File: src/rtl/fetch_unit_pkg.sv
// Shared widths, encodings and IF/ID bundle for the fetch stage.
// Imported by the interface, the IF/ID register and the fetch unit.
package fetch_unit_pkg;

  localparam int WORD_ADDR_W = 30;
  localparam int WORD_DATA_W = 32;

  localparam logic ENABLE  = 1'b1;
  localparam logic DISABLE = 1'b0;

  localparam logic [WORD_DATA_W-1:0] ISA_NOP = 32'h0000_0000;

  typedef logic [WORD_ADDR_W-1:0] waddr_t;
  typedef logic [WORD_DATA_W-1:0] word_t;

  typedef enum logic [1:0] {
    FETCH_ST_IDLE  = 2'd0,
    FETCH_ST_FETCH = 2'd1,
    FETCH_ST_DRAIN = 2'd2,
    FETCH_ST_FULL  = 2'd3
  } fetch_st_e;

  typedef struct packed {
    waddr_t pc;
    word_t  insn;
    logic   en;
  } if_id_t;

  function automatic waddr_t pc_inc(input waddr_t pc);
    return pc + waddr_t'(1);
  endfunction

endpackage

File: src/rtl/fetch_unit_if.sv
// Instruction-memory read port of the fetch stage.
// The fetch unit is the master; memory is the slave.
interface fetch_unit_if;
  import fetch_unit_pkg::*;

  logic   bus_req;
  waddr_t bus_addr;
  word_t  bus_rd_data;
  logic   bus_rdy;

  modport master (
    output bus_req,
    output bus_addr,
    input  bus_rd_data,
    input  bus_rdy
  );

  modport slave (
    input  bus_req,
    input  bus_addr,
    output bus_rd_data,
    output bus_rdy
  );

endinterface

File: src/rtl/fetch_pipe_reg.sv
// IF/ID pipeline register with flush, hold and load controls.
// Flush wins over hold, hold wins over load.
module fetch_pipe_reg
  import fetch_unit_pkg::*;
#(
  parameter word_t NOP_INSN = ISA_NOP
) (
  input  logic   clk,
  input  logic   reset_,
  input  logic   flush_i,
  input  logic   hold_i,
  input  logic   load_i,
  input  waddr_t pc_i,
  input  word_t  insn_i,
  output if_id_t if_id_o
);

  if_id_t q;

  always_ff @(posedge clk or negedge reset_) begin
    if (!reset_) begin
      q.pc   <= '0;
      q.insn <= NOP_INSN;
      q.en   <= DISABLE;
    end else if (flush_i) begin
      q.insn <= NOP_INSN;
      q.en   <= DISABLE;
    end else if (!hold_i && load_i) begin
      q.pc   <= pc_i;
      q.insn <= insn_i;
      q.en   <= ENABLE;
    end
  end

  assign if_id_o = q;

endmodule

File: src/rtl/fetch_unit.sv
// Instruction fetch stage: PC, request FSM, one-entry skid buffer.
// Drives the IF/ID register consumed by the decoder.
module fetch_unit
  import fetch_unit_pkg::*;
#(
  parameter waddr_t RESET_VECTOR = '0,
  parameter word_t  NOP_INSN     = ISA_NOP
) (
  input  logic   clk,
  input  logic   reset_,
  input  logic   stall,
  input  logic   flush,
  input  waddr_t new_pc,
  input  logic   br_taken,
  input  waddr_t br_addr,
  fetch_unit_if.master bus,
  output waddr_t if_pc,
  output word_t  if_insn,
  output logic   if_en
);

  fetch_st_e state_q;
  waddr_t    pc_q;
  waddr_t    drain_q;
  word_t     buf_insn_q;
  waddr_t    buf_pc_q;

  logic   redirect;
  waddr_t redir_pc_d;
  logic   rdy;

  logic   pr_flush;
  logic   pr_hold;
  logic   pr_load;
  waddr_t pr_pc;
  word_t  pr_insn;
  if_id_t if_id;

  // A branch from a stalled ID is not yet resolved, so only flush beats stall.
  assign redirect   = flush | (br_taken & ~stall);
  assign redir_pc_d = flush ? new_pc : br_addr;
  assign rdy        = bus.bus_rdy;

  assign bus.bus_req  = (state_q == FETCH_ST_FETCH) ||
                        (state_q == FETCH_ST_DRAIN);
  assign bus.bus_addr = (state_q == FETCH_ST_DRAIN) ? drain_q : pc_q;

  always_comb begin
    pr_flush = DISABLE;
    pr_hold  = DISABLE;
    pr_load  = DISABLE;
    pr_pc    = pc_q;
    pr_insn  = bus.bus_rd_data;
    unique case (state_q)
      FETCH_ST_IDLE: begin
        pr_flush = redirect;
        pr_hold  = ~redirect;
      end
      FETCH_ST_FETCH: begin
        if (redirect)   pr_flush = ENABLE;
        else if (stall) pr_hold  = ENABLE;
        else if (rdy)   pr_load  = ENABLE;
        else            pr_flush = ENABLE;
      end
      FETCH_ST_DRAIN: begin
        pr_flush = ENABLE;
      end
      FETCH_ST_FULL: begin
        pr_pc   = buf_pc_q;
        pr_insn = buf_insn_q;
        if (redirect)   pr_flush = ENABLE;
        else if (stall) pr_hold  = ENABLE;
        else            pr_load  = ENABLE;
      end
      default: pr_hold = ENABLE;
    endcase
  end

  always_ff @(posedge clk or negedge reset_) begin
    if (!reset_) begin
      state_q    <= FETCH_ST_IDLE;
      pc_q       <= RESET_VECTOR;
      drain_q    <= '0;
      buf_insn_q <= NOP_INSN;
      buf_pc_q   <= '0;
    end else begin
      unique case (state_q)
        FETCH_ST_IDLE: begin
          state_q <= FETCH_ST_FETCH;
          if (redirect) pc_q <= redir_pc_d;
        end
        FETCH_ST_FETCH: begin
          if (redirect) begin
            pc_q <= redir_pc_d;
            // An unfinished request must still complete on the bus.
            if (!rdy) begin
              drain_q <= pc_q;
              state_q <= FETCH_ST_DRAIN;
            end
          end else if (stall) begin
            if (rdy) begin
              buf_insn_q <= bus.bus_rd_data;
              buf_pc_q   <= pc_q;
              pc_q       <= pc_inc(pc_q);
              state_q    <= FETCH_ST_FULL;
            end
          end else if (rdy) begin
            pc_q <= pc_inc(pc_q);
          end
        end
        FETCH_ST_DRAIN: begin
          if (flush) pc_q <= new_pc;
          if (rdy) state_q <= FETCH_ST_FETCH;
        end
        FETCH_ST_FULL: begin
          if (redirect) begin
            pc_q    <= redir_pc_d;
            state_q <= FETCH_ST_FETCH;
          end else if (!stall) begin
            state_q <= FETCH_ST_FETCH;
          end
        end
        default: state_q <= FETCH_ST_IDLE;
      endcase
    end
  end

  fetch_pipe_reg #(
    .NOP_INSN (NOP_INSN)
  ) u_pipe (
    .clk     (clk),
    .reset_  (reset_),
    .flush_i (pr_flush),
    .hold_i  (pr_hold),
    .load_i  (pr_load),
    .pc_i    (pr_pc),
    .insn_i  (pr_insn),
    .if_id_o (if_id)
  );

  assign if_pc   = if_id.pc;
  assign if_insn = if_id.insn;
  assign if_en   = if_id.en;

endmodule

File: src/flat_wrapper.sv
// flat-port wrapper written by rule: the top's interface ports become plain ports
module fetch_unit_flat import fetch_unit_pkg::*;
#(
  parameter waddr_t RESET_VECTOR = '0,
  parameter word_t  NOP_INSN     = ISA_NOP
)
  (clk, reset_, stall, flush, new_pc, br_taken, br_addr, if_pc, if_insn, if_en, bus_bus_req, bus_bus_addr, bus_bus_rd_data, bus_bus_rdy);
  fetch_unit_if bus_i ();
  input  logic clk;
  input  logic reset_;
  input  logic stall;
  input  logic flush;
  input  waddr_t new_pc;
  input  logic br_taken;
  input  waddr_t br_addr;
  output waddr_t if_pc;
  output word_t if_insn;
  output logic if_en;
  output wire logic [$bits(bus_i.bus_req)-1:0] bus_bus_req;
  output wire logic [$bits(bus_i.bus_addr)-1:0] bus_bus_addr;
  input wire logic [$bits(bus_i.bus_rd_data)-1:0] bus_bus_rd_data;
  input wire logic [$bits(bus_i.bus_rdy)-1:0] bus_bus_rdy;
  assign bus_bus_req = bus_i.bus_req;
  assign bus_bus_addr = bus_i.bus_addr;
  assign bus_i.bus_rd_data = bus_bus_rd_data;
  assign bus_i.bus_rdy = bus_bus_rdy;
  fetch_unit #(.RESET_VECTOR(RESET_VECTOR), .NOP_INSN(NOP_INSN)) u_core (.clk(clk), .reset_(reset_), .stall(stall), .flush(flush), .new_pc(new_pc), .br_taken(br_taken), .br_addr(br_addr), .bus(bus_i), .if_pc(if_pc), .if_insn(if_insn), .if_en(if_en));
endmodule
File: config.mk
export PLATFORM = sky130hd
export DESIGN_NAME = fetch_unit_flat
export DESIGN_NICKNAME = d
export VERILOG_FILES = /design/src/rtl/fetch_unit_pkg.sv /design/src/rtl/fetch_unit_if.sv /design/src/rtl/fetch_pipe_reg.sv /design/src/rtl/fetch_unit.sv /design/src/flat_wrapper.sv
export SDC_FILE = /design/constraint.sdc
export NUM_CORES = 1
export LEC_CHECK = 0
export ABC_CLOCK_PERIOD_IN_PS = 2600
export BUFFER_PORTS_ARGS = -buffer_cell sky130_fd_sc_hd__buf_2
export CAP_MARGIN = 20
export CORE_MARGIN = 8
export CORE_UTILIZATION = 40
export CTS_CLUSTER_SIZE = 24
export DETAILED_ROUTE_END_ITERATION = 10
export PLACE_DENSITY = 0.71
export SYNTH_ARGS = -nofsm -noshare
export SYNTH_HDL_FRONTEND = slang
export SYNTH_SLANG_ARGS = --single-unit
export TNS_END_PERCENT = 50
File: constraint.sdc
create_clock -name clk -period 2.6 [get_ports clk]
set_clock_uncertainty 0.15 [all_clocks]
set_input_delay 0.26 -clock clk [delete_from_list [all_inputs] [get_ports clk]]
set_output_delay 0.26 -clock clk [all_outputs]
set_load 0.02 [all_outputs]
# Yosys cells after proc, flatten, opt, wreduce, memory -nomap -nowiden
# Cells that the tools add are included.
dict set report classes {
  mux 33
  n_reduce_logical 12
  bitwise_logic 6
  n_eq_ne 10
  n_addsub 1
}
# cell n
set ops {}
lappend ops {{$mux W30} 7}
lappend ops {{$pmux W30 S3} 1}
lappend ops {{$mux W33} 2}
lappend ops {{$mux W32} 1}
lappend ops {{$add A30 B1 Y30 const B} 1}
lappend ops {{$mux W2} 7}
lappend ops {{$mux W1} 11}
lappend ops {{$ne A3 B2 Y1 const B} 3}
lappend ops {{$pmux W2 S4} 1}
lappend ops {{$reduce_and A3 Y1} 2}
lappend ops {{$reduce_and A5 Y1} 1}
lappend ops {{$eq A2 B2 Y1 const B} 2}
lappend ops {{$ne A2 B2 Y1 const B} 2}
lappend ops {{$not A1 Y1} 4}
lappend ops {{$pmux W1 S2} 2}
lappend ops {{$pmux W1 S4} 1}
lappend ops {{$reduce_and A4 Y1} 1}
lappend ops {{$reduce_or A2 Y1} 2}
lappend ops {{$ne A3 B3 Y1 const B} 1}
lappend ops {{$eq A2 B1 Y1 const B} 1}
lappend ops {{$logic_not A2 Y1} 1}
lappend ops {{$ne A2 B1 Y1 const B} 1}
lappend ops {{$reduce_and A2 Y1} 1}
lappend ops {{$reduce_bool A2 Y1} 1}
lappend ops {{5 further kinds} 5}
dict set report word_totals {
  reg_bits 187
  word_cells 70
}

# Logic depth before layout (Yosys ltp)
# Gate-level depths: netlist (run 1).
dict set report depth {
  ltp_word 9
  depth_mapped 9
}

# Hierarchy
# From an unflattened synthesis (run 1), not the netlist that was laid out.
dict set report hier_totals {
  cells_unflattened 836
  hier_area_um2 9587.9
}
# module instances cells_each area_each_um2
set by_module_without_submodules {}
lappend by_module_without_submodules {fetch_unit 1 627 6981.7}
lappend by_module_without_submodules {fetch_pipe_reg 1 209 2606.2}

# Worst setup path before layout (run 1)
# OpenSTA, ideal clock, no wires.
dict set report synth_path {
  kind {reg2reg}
  from {register u_core.state_q[0]}
  to {register u_core.u_pipe.q (netlist bit u_core.u_pipe.if_id_o[55])}
  arrival_ns 2.061
  setup_time_ns 0.136
  path_stages_with_launch 10
  required_ns 2.314
  n_path_buf 2
  path_slack_ns 0.252
  cell_sequence {dfrtp_1 -> inv_1 -> ha_1 -> buf_4 -> nor2b_1 -> o21bai_1 -> a32oi_2 -> nand2b_1 -> clkbuf_1 -> o21ai_0}
}
dict set report synth_between {
  elab_chain_len 6
}
# element line
set synth_lines {}
lappend synth_lines {{start, declared} fetch_unit.sv:22} ;# fetch_st_e state_q;
lappend synth_lines {{start signal, assigned} fetch_unit.sv:81} ;# state_q <= FETCH_ST_IDLE;
lappend synth_lines {{start signal, assigned} fetch_unit.sv:89} ;# state_q <= FETCH_ST_FETCH;
lappend synth_lines {{start signal, assigned} fetch_unit.sv:98} ;# state_q <= FETCH_ST_DRAIN;
lappend synth_lines {{$eq A2 B2 Y1 / $eq A2 B1 Y1 (equally long branches)} fetch_unit.sv:54} ;# unique case (state_q)
lappend synth_lines {{$reduce_or A2 Y1 (no source line)} -}
lappend synth_lines {{$pmux W1 S2} fetch_unit.sv:54}
lappend synth_lines {{$logic_not A1 Y1} fetch_pipe_reg.sv:28} ;# end else if (!hold_i && load_i) begin
lappend synth_lines {{$logic_and A1 B1 Y1} fetch_pipe_reg.sv:28}
lappend synth_lines {{$reduce_and A2 Y1 (no source line)} -}
lappend synth_lines {{end, declared} fetch_pipe_reg.sv:18} ;# if_id_t q;
# Several ways; a longest one is shown, not always the timed one.
# A chain may end at the register's enable or synchronous reset.

# Final worst setup path (run 1)
dict set report layout_path {
  from {register u_core.state_q[0]}
  to {output bus_bus_addr[22]}
}
dict set report layout_between {
  elab_chain_len 2
}
# element line
set layout_lines {}
lappend layout_lines {{$eq A2 B2 Y1} fetch_unit.sv:46} ;# assign bus.bus_addr = (state_q == FETCH_ST_DRAIN) ? drain_q : pc_q;
lappend layout_lines {{$mux W30} fetch_unit.sv:46}
lappend layout_lines {{end, declared} flat_wrapper.sv:20} ;# output wire logic [$bits(bus_i.bus_addr)-1:0] bus_bus_addr;
# Every way passes these cells.

==> impl_metrics.tcl, run 1 <==
set metrics [dict create \
    endpoint_kind "output pin" \
    ios 192 \
    finalSetupViolations 0 \
    die_area_um2 29200 \
    place_congestion 0.950 \
    relSlewSlack_pct 63.6 \
    synth-edff-count 0 \
    path_cells "inv_1 > ha_2 > buf_4 > mux2_2 > buf_2" \
    hold_class "in -> reg" \
    ys_top_cells_by_area "dfrtp_1 (49%), mux2_2 (13%), mux2i_1 (6.5%), o21ai_0 (4.7%), a211oi_1 (2.7%)" \
    die_w_um 171 \
    setup_tns_ns 0 \
    crit_path_max_incr_delay_ns 0.44 \
    drtAntennaViolNets 0 \
    io_buffer_count 191 \
    numCtsBuffers 17 \
    place_ws_ns 0.146 \
    max_cap_viol_count 0 \
    synthArstFlopShare_pct 100 \
    rsz0062_at_grt "false" \
    power_per_cell_area_nw_per_um2 1190 \
    clkLatencyLatePin_ns 0.43 \
    synth.most_common_cell "dfrtp_1" \
    syn_nets 982 \
    yosysTopAreaCellShare_pct 48.7 \
    start_kind "flip-flop" \
    grt_pass1_vias 8187 \
    clock.fmax_mhz 405 \
    yosysSeqAreaShare_pct 48.7 \
    area_growth_pct 26.9 \
    finalMaxSlewViolations 0 \
    drtPass1Iterations 6 \
    placementRows 56 \
    cp_slowest_cell "dfrtp_1" \
    drt-vias-per-instance 5.64 \
    critical_path_required_ns 2.19 \
    synth_commonest_cells "dfrtp_1 (187), mux2_2 (107), o21ai_0 (91), mux2i_1 (62), nor2_1 (59)" \
    vdd.ir_drop.worst_v 0.000570 \
    p_leak_nw 5.57 \
    grt_usage_pct 19.7 \
    setup_ws_ns 0.131 \
    synth_seq_cells 187 \
    hpwlAfterDp_um 19800 \
    worst_slew_pin_slew_ns 0.547 \
    clk_path_buf_depth 2 \
    synthDistinctLibCells 73 \
    vias 8117 \
    core-area_um2 23500 \
    drt_wl_total_um 28500 \
    startpoint "u_core.state_q[0]" \
    antenna_found_initial 1 \
    min_from "new_pc[0]" \
    synth_top_cell_by_area "dfrtp_1" \
    grt_pass1_wl_um 45300 \
    path_max_fanout 16 \
    final_layout_size_suffix_gt1_share_pct 36.5 \
    rr_startpoint "u_core.state_q[0]" \
    synth.avg_cell_area_um2 10.9 \
    num-nets-final 1210 \
    htreeDepth 4 \
    path_class "reg -> out" \
    grt_max_degree 72 \
    drt_iter0_drc 846 \
    wire_per_inst_um 19.8 \
    start_util_pct 40.8 \
    synth_cells 878 \
    cts_setup_buffers 0 \
    cts_root_buf "clkbuf_16" \
    hold_viol 0 \
    layout_min_cycle_time_ns 2.47 \
    die_h_um 171 \
    ys_dominant_reg_cell "dfrtp_1" \
    cts_tree "built" \
    outcome "finished clean" \
    critPathArrivalTime_ns 2.06 \
    yosys_warnings 0 \
    grt.overflow.total 0 \
    timing.final.crit_share_pct 94.9 \
    numClockSinks 187 \
    synth_area_um2 9600 \
    drc 0 \
    clkTransAtPathRegs_ns 0.08 \
]
## report_power, final
group | switching (mW) | internal, mW | leakage, nW
sequential | 0.841 | 4.13 | 2.39
combinational | 3.95 | 2.96 | 2.91
clock | 1.24 | 1.36 | 0.279
## sequential cells by signal, summed over array words and instances, names as in the netlist
name                   count
u_core.buf_pc_q           30
u_core.u_pipe.if_id_o     63
u_core.buf_insn_q         32
u_core.state_q             2
u_core.pc_q               30
u_core.drain_q            30
## layer usage
layer	track usage, %	routed length [um]	share of wire, %
met1	26.6	12500	44
met2	30.4	12700	45
met3	5.07	2660	9.3
met4	6.96	650	2.3
met5	0	0	0
## placed cells by master (no fill, tap or decap), types with 3 or more instances in the layout
master         count
buf_2            190
dfrtp_1          187
mux2_2           107
o21ai_0           90
mux2i_1           62
nor2_1            59
dlygate4sd3_1     46
buf_4             43
a211oi_1          34
nand2_1           29
a21oi_1           27
clkbuf_16         17
o21ai_1           15
nand4_1           13
a22oi_1           13
inv_1             12
o211ai_1          11
a31oi_1           10
buf_12             8
nand2b_1           6
and3_1             6
nand3_1            6
a22o_1             6
and4_1             5
a21o_1             5
nor4_1             5
a221oi_1           5
clkinv_4           5
nor2b_1            4
or3_1              4
a222oi_1           4
nor3_1             4
a32oi_1            4
and3_2             3
o2bb2ai_1          3
o21a_1             3
ha_1               3
inv_6              3
## cell type report
class                      instances  area, um^2
sequential                       187        4680
tap                              319         399
clock inverter                    14         159
multi-input combinational        599        4550
timing repair buffer             288        1910
antenna                            1        2.50
clock buffer                      18         429
fill                            2095       11400
inverter                          13        48.8
## kinds of logic (layout without fill, tap and decap cells)
family,after synthesis,in the layout,share of synthesized area (%)
mux,169,169,19.0
buf+inv,92,333,4.34
other cells,0,1,0
compound gates,264,264,18.0
simple gates,160,160,9.10
flops,187,187,48.7
fa+ha+maj,6,6,0.782
## worst max-delay path, delay by kind of cell, from the launching register on
kind / cells / cell delay (ns)
adders and majority gates: 1 / 0.27
buffers and inverters: 3 / 0.55
DFF: 1 / 0.44
muxes: 1 / 0.37
## stage by stage
stage | hold WS [ns] | cell area [um^2] | cells | power [mW] | utilization (%)
after floorplan | -0.186 | 9600 | 878 | 9.46 | -
after global placement | 0.113 | 11100 | 1360 | 11.7 | 47.3
after detailed placement | 0.117 | 11100 | 1360 | 11.9 | 47.3
after CTS | 0.0134 | 12200 | 1438 | 14.6 | 51.7
after global routing | 0.0286 | 12200 | 1439 | 15.5 | 51.7
final | 0.0343 | 12200 | 1439 | 14.5 | 51.7
## final timing paths
| kind | cells past startpoint | slack, ns | end |
|---|---|---|---|
| min in group asynchronous | 2 | 0.21 | u_core.u_pipe.if_id_o[22] |
| setup reg to reg | 8 | 0.18 | u_core.u_pipe.if_id_o[37] |
| setup / recovery | 5 | 0.13 | bus_bus_addr[22] |
| hold / removal | 3 | 0.03 | u_core.pc_q[0] |
| hold reg to reg | 2 | 0.33 | u_core.drain_q[11] |
| max in group asynchronous | 3 | 1.33 | u_core.pc_q[22] |
## what timing repair did
| item | 4_1_cts | 5_1_grt |
|---|---|---|
| endpoints found under the setup margin | 0 | 23 |
| hold buffers | 46 | 0 |
| hold endpoints to repair | 97 | 0 |
| gates resized for setup | 0 | 2 |
Note: power is estimated with default switching activity, not from simulation.
==> run 2, diff against run 1 <==
--- a/config.mk
+++ b/config.mk
@@ -5,9 +5,11 @@
 export SDC_FILE = /design/constraint.sdc
 export NUM_CORES = 1
 export LEC_CHECK = 0
+export ABC_AREA = 1
 export ABC_CLOCK_PERIOD_IN_PS = 2600
 export BUFFER_PORTS_ARGS = -buffer_cell sky130_fd_sc_hd__buf_2
 export CAP_MARGIN = 20
+export CORE_ASPECT_RATIO = 0.8
 export CORE_MARGIN = 8
 export CORE_UTILIZATION = 40
 export CTS_CLUSTER_SIZE = 24
==> impl_metrics.tcl, run 2 <==
set metrics [dict create \
    outcome "finished clean" \
    place_congestion 0.944 \
    p_leak_nw 5.91 \
    synth_area_um2 9850 \
    layout_min_cycle_time_ns 2.43 \
    clk_path_buf_depth 2 \
    rsz0062_at_grt "false" \
    min_from "new_pc[7]" \
    drt_iter0_drc 902 \
    power.internal_mw 7.74 \
    largest_reg_flops 63 \
    start_kind "flip-flop" \
    power_per_cell_area_nw_per_um2 1190 \
    synth_commonest_cells "nand2_1 (307), dfrtp_1 (187), o21ai_0 (166), nor2_1 (91), nand3_1 (79)" \
    cts_tree "built" \
    drt_wl_total_um 29400 \
    worst_slew_pin_slew_ns 0.612 \
    drtPass1Iterations 5 \
    max_cap_viol_count 0 \
    synth_top_cell_by_area "dfrtp_1" \
    cts_root_buf "clkbuf_16" \
    synth-edff-count 0 \
    start_util_pct 40.6 \
    num-nets-final 1505 \
    area_growth_pct 22.9 \
    path_class "reg -> out" \
    finalSetupViolations 0 \
    r2r_slack_ns 0.24 \
    syn_nets 1303 \
    setup_tns_ns 0 \
    clkTransAtPathRegs_ns 0.08 \
    rr_startpoint "u_core.state_q[1]" \
    final_cell_mix "nand2_1 (306), buf_2 (190), dfrtp_1 (187), o21ai_0 (166), nor2_1 (91)" \
    critPathArrivalTime_ns 2.02 \
    grt_usage_pct 19.8 \
    startpoint "u_core.state_q[0]" \
    clkLatencyLatePin_ns 0.43 \
    synth_cells 1199 \
    wire_per_inst_um 16.9 \
    antenna_found_initial 2 \
    timing.final.crit_share_pct 93.4 \
    vdd.ir_drop.worst_v 0.000596 \
    endpoint_kind "output pin" \
    p_switching_mw 6.63 \
    whs_path_depth 5 \
    grt_pass1_vias 8745 \
    finalMaxSlewViolations 0 \
    synth_compound_area_share_pct 17.4 \
    ys_dominant_reg_cell "dfrtp_1" \
    yosys_warnings 0 \
    path_max_fanout 63 \
    core-area_um2 24200 \
    numCtsBuffers 17 \
    drtAntennaViolNets 0 \
    synthSimpleGateAreaFrac_pct 20.3 \
    final_layout_size_suffix_gt1_share_pct 24.1 \
    ys_top_cells_by_area "dfrtp_1 (47%), nand2_1 (12%), o21ai_0 (8.4%), nand3_1 (4.0%), o21ai_2 (3.8%)" \
    ios 192 \
    synth_mux_area_share_pct 7.21 \
    die_h_um 156 \
    cts_setup_buffers 0 \
    layout_commonest_cell "nand2_1" \
    hold_class "in -> reg" \
    r2r_end "u_core.pc_q[12]" \
    clock.fmax_mhz 412 \
    htreeDepth 4 \
    final.fill_count 2342 \
    drc 0 \
    grt_use_met3_pct 4.67 \
    synth.avg_cell_area_um2 8.22 \
    p_comb_share_pct 47.4 \
    synthDistinctLibCells 37 \
    yosysTopAreaCellShare_pct 47.5 \
    r2r_cells 8 \
    pwr-share-clk_pct 18.1 \
    synthArstFlopShare_pct 100 \
    setup_ws_ns 0.171 \
    die_area_um2 29900 \
    grt.busiest_layer "met2" \
    placementRows 51 \
    hpwlAfterDp_um 21200 \
    synth_fa_ha_area_share_pct 0.762 \
    relSlewSlack_pct 59.0 \
    vias 9095 \
    synth.most_common_cell "nand2_1" \
    io_buffer_count 191 \
    hold_viol 0 \
    die_w_um 191 \
    drt-vias-per-instance 5.24 \
    yosysSeqAreaShare_pct 47.5 \
    grt.overflow.total 0 \
    place_ws_ns 0.274 \
    switching_share_pct 46.2 \
    numClockSinks 187 \
    grt_pass1_wl_um 47300 \
    critical_path_required_ns 2.19 \
    synth_top_family_by_area "simple AND/OR/NAND/NOR gates" \
    p_seq_share_pct 34.5 \
    grt_use_met2_pct 29.3 \
    synth_seq_cells 187 \
    hold_end "u_core.pc_q[7]" \
    use_met1_pct 28.3 \
    grt_max_degree 93 \
    synth_xor_xnor_area_share_pct 0.178 \
]
[run 2: cell type report]
cell class	instances	area, um^2	share of cell area, %
Sequential cell	187	4680	38.7
Antenna cell	3	7.51	0.0620
Tap cell	318	398	3.29
Clock buffer	18	439	3.63
Multi-Input combinational cell	862	4530	37.4
Inverter	81	308	2.54
Timing Repair Buffer	252	1590	13.1
Clock inverter	14	153	1.26
[run 2: what timing repair did]
item,in CTS,in global routing
resized for setup,0,2
hold buffers,34,0
endpoints found under the setup margin,0,22
endpoints found under the hold margin,117,0
[run 2: worst max-delay path: stages (launching register included)]
cell,delay [ns]
dfrtp_1,0.41
inv_1,0.10
ha_2,0.20
clkbuf_8,0.27
o21ai_0,0.37
buf_2,0.24
[run 2: metrics by stage]
stage | power, mW | hold WS, ns | cell area, um^2 | utilization (%) | cells
floorplan | 9.43 | -0.186 | 9850 | - | 1199
global placement | 11.6 | 0.148 | 11200 | 46.0 | 1666
detailed placement | 11.8 | 0.153 | 11200 | 46.0 | 1666
CTS | 14.5 | 0.00760 | 12100 | 49.9 | 1732
global route | 15.5 | 0.0117 | 12100 | 49.9 | 1734
finish | 14.4 | 0.0200 | 12100 | 49.9 | 1735
[run 2: logic make-up after synthesis]
family                     after synthesis
AOI/OAI and AO/OA                      293
xor gates and xnor gates                 2
adders and majority gates                6
buffers and inverters                  150
DFF                                    187
muxes                                   67
and+or+nand+nor                        494
[run 2: per-layer routing]
metal  share of wire (%)  routed length [um]  vias up
met4                 2.2                 652        0
met1                  46               13500     4306
li1                    -                   -     4388
met5                   0                   0        -
met2                  44               12800      356
met3                 8.1                2390       45
[run 2: power groups by stage]
stage	Clock, mW	Sequential [mW]	Combinational (mW)
after floorplan	0	5.09	4.34
after global placement	0	4.93	6.64
after detailed placement	0	4.98	6.79
after CTS	2.66	4.94	6.86
after global routing	2.76	5.12	7.63
final	2.60	4.96	6.82
[run 2: worst max-delay path by stage]
stage	cells after the start	to	slack, ns
after detailed placement	8	u_core.pc_q[12]	0.27
after global routing	6	bus_bus_addr[13]	0.02
after floorplan	10	u_core.u_pipe.if_id_o[55]	0.57
after CTS	5	bus_bus_addr[29]	0.04
final	5	bus_bus_addr[21]	0.17
after global placement	8	u_core.pc_q[12]	0.36
==> run 3, diff against run 2 <==
--- a/config.mk
+++ b/config.mk
@@ -6,10 +6,10 @@
 export NUM_CORES = 1
 export LEC_CHECK = 0
 export ABC_AREA = 1
-export ABC_CLOCK_PERIOD_IN_PS = 2600
+export ABC_CLOCK_PERIOD_IN_PS = 3150
 export BUFFER_PORTS_ARGS = -buffer_cell sky130_fd_sc_hd__buf_2
 export CAP_MARGIN = 20
-export CORE_ASPECT_RATIO = 0.8
+export CORE_ASPECT_RATIO = 2
 export CORE_MARGIN = 8
 export CORE_UTILIZATION = 40
 export CTS_CLUSTER_SIZE = 24
==> constraint.sdc (replaced) <==
create_clock -name clk -period 3.15 [get_ports clk]
set_clock_uncertainty 0.15 [all_clocks]
set_input_delay 0.315 -clock clk [delete_from_list [all_inputs] [get_ports clk]]
set_output_delay 0.315 -clock clk [all_outputs]
set_load 0.02 [all_outputs]
==> impl_metrics.tcl, run 3 (same netlist as run 2, synthesis figures left out) <==
set metrics [dict create \
    outcome "finished clean" \
    htreeDepth 4 \
    setup_tns_ns 0 \
    power_per_cell_area_nw_per_um2 987 \
    hold_viol 0 \
    rsz0062_at_grt "false" \
    hpwlAfterDp_um 21800 \
    timing.final.crit_share_pct 86.3 \
    hold_class "in -> reg" \
    grt.overflow.total 0 \
    die_w_um 127 \
    drtAntennaViolNets 0 \
    clkTransAtPathRegs_ns 0.07 \
    vias 8767 \
    seq_area_um2 4680 \
    finalMaxSlewViolations 0 \
    drtPass1Iterations 5 \
    max_cap_viol_count 0 \
    start_util_pct 40.5 \
    drt-vias-per-instance 5.18 \
    start_kind "flip-flop" \
    core-area_um2 24300 \
    placementRows 81 \
    cts_setup_buffers 0 \
    grt_pass1_wl_um 46900 \
    numCtsBuffers 17 \
    clock.fmax_mhz 368 \
    antenna_found_initial 0 \
    path_max_fanout 63 \
    finalSetupViolations 0 \
    cts_tree "built" \
    place_area_um2 11000 \
    n_antenna_cell 0 \
    p_leak_nw 5.88 \
    final_layout_size_suffix_gt1_share_pct 23.6 \
    multi_input_area_um2 4540 \
    grt_max_degree 80 \
    grt_pass1_vias 8965 \
    place_ws_ns 0.606 \
    worst_slew_pin_slew_ns 0.748 \
    post-route-util_pct 49.2 \
    setup_ws_ns 0.431 \
    ios 192 \
    vdd.ir_drop.worst_v 0.000408 \
    largest_reg_flops 63 \
    area_growth_pct 21.5 \
    wire_per_inst_um 17.1 \
    num-nets-final 1495 \
    final_cells 1694 \
    fin_area_um2 12000 \
    io_buffer_count 191 \
    startpoint "u_core.state_q[0]" \
    numClockSinks 187 \
    relSlewSlack_pct 50.1 \
    clkLatencyLatePin_ns 0.44 \
    rr_startpoint "u_core.state_q[0]" \
    fin_hold_ws_ns 0.0771 \
    p_total_mw 11.8 \
    drt_iter0_drc 566 \
    final.fill_count 2325 \
    die_h_um 238 \
    layout_commonest_cell "nand2_1" \
    critical_path_required_ns 2.68 \
    min_from "new_pc[6]" \
    cts_root_buf "clkbuf_16" \
    final_cell_mix "nand2_1 (306), buf_2 (190), dfrtp_1 (187), o21ai_0 (166), nor2_1 (91)" \
    drt_wl_total_um 29000 \
    numPlacedInstances 1629 \
    layout_min_cycle_time_ns 2.72 \
    place_congestion 0.953 \
    drc 0 \
    clk_path_buf_depth 2 \
    critPathArrivalTime_ns 2.25 \
    path_class "reg -> out" \
    endpoint_kind "output pin" \
    die_area_um2 30200 \
    grt_usage_pct 19.5 \
]
[run 3: cell count changes in the layout (fill, tap and decap cells not counted), sizes merged]
cell,previous run,this run
buf,216,208
clkinvlp,4,1
bufinv,0,3
dlygate4sd3,34,33
diode,3,0
clkbuf,20,18
clkinv,6,7
[run 3: final cells by class]
cell class | count | share of cell area, %
clock buffer | 17 | 3.55
clock inverter | 15 | 1.70
inverter | 81 | 2.57
multi-input combinational | 862 | 37.9
sequential | 187 | 39.1
tap | 290 | 3.03
timing repair buffer | 242 | 12.2
[run 3: final timing paths]
path | endpoint | slack (ns) | cells past startpoint
worst min-delay path | u_core.pc_q[6] | 0.08 | 3
worst max-delay path | bus_bus_addr[19] | 0.43 | 5
max in group asynchronous | u_core.pc_q[26] | 1.65 | 3
min in group asynchronous | u_core.drain_q[5] | 0.31 | 2
worst min register to register | u_core.buf_pc_q[17] | 0.33 | 2
worst max register to register | u_core.pc_q[18] | 0.60 | 9
[run 3: metal layers]
layer  part of all wire, %  routed length (um)  GRT usage (%)  vias to the layer above
li1                      -                   -              -                     4371
met1                    38               11100           20.4                     4069
met2                    52               15000           35.1                      252
met3                   4.6                1330           3.87                       75
met4                   5.3                1530           11.9                        0
met5                     0                   0              0                        -
[run 3: worst max-delay path, stage by stage, from the launching register on]
cell and delay (ns):
dfrtp_1 0.42, inv_1 0.12, ha_2 0.19, buf_4 0.47, o21ai_0 0.33, buf_2 0.24
[run 3: where the power goes]
group	internal, mW	switching, mW	total, mW	leakage, nW
Combinational	1.82	3.63	5.45	3.20
Sequential	3.40	0.677	4.08	2.37
Clock	1.28	1.00	2.29	0.306
[run 3: repair_timing]
item                      in CTS  in global routing
hold endpoints to repair     108                  0
hold buffers                  33                  0
gates resized for setup        0                  0
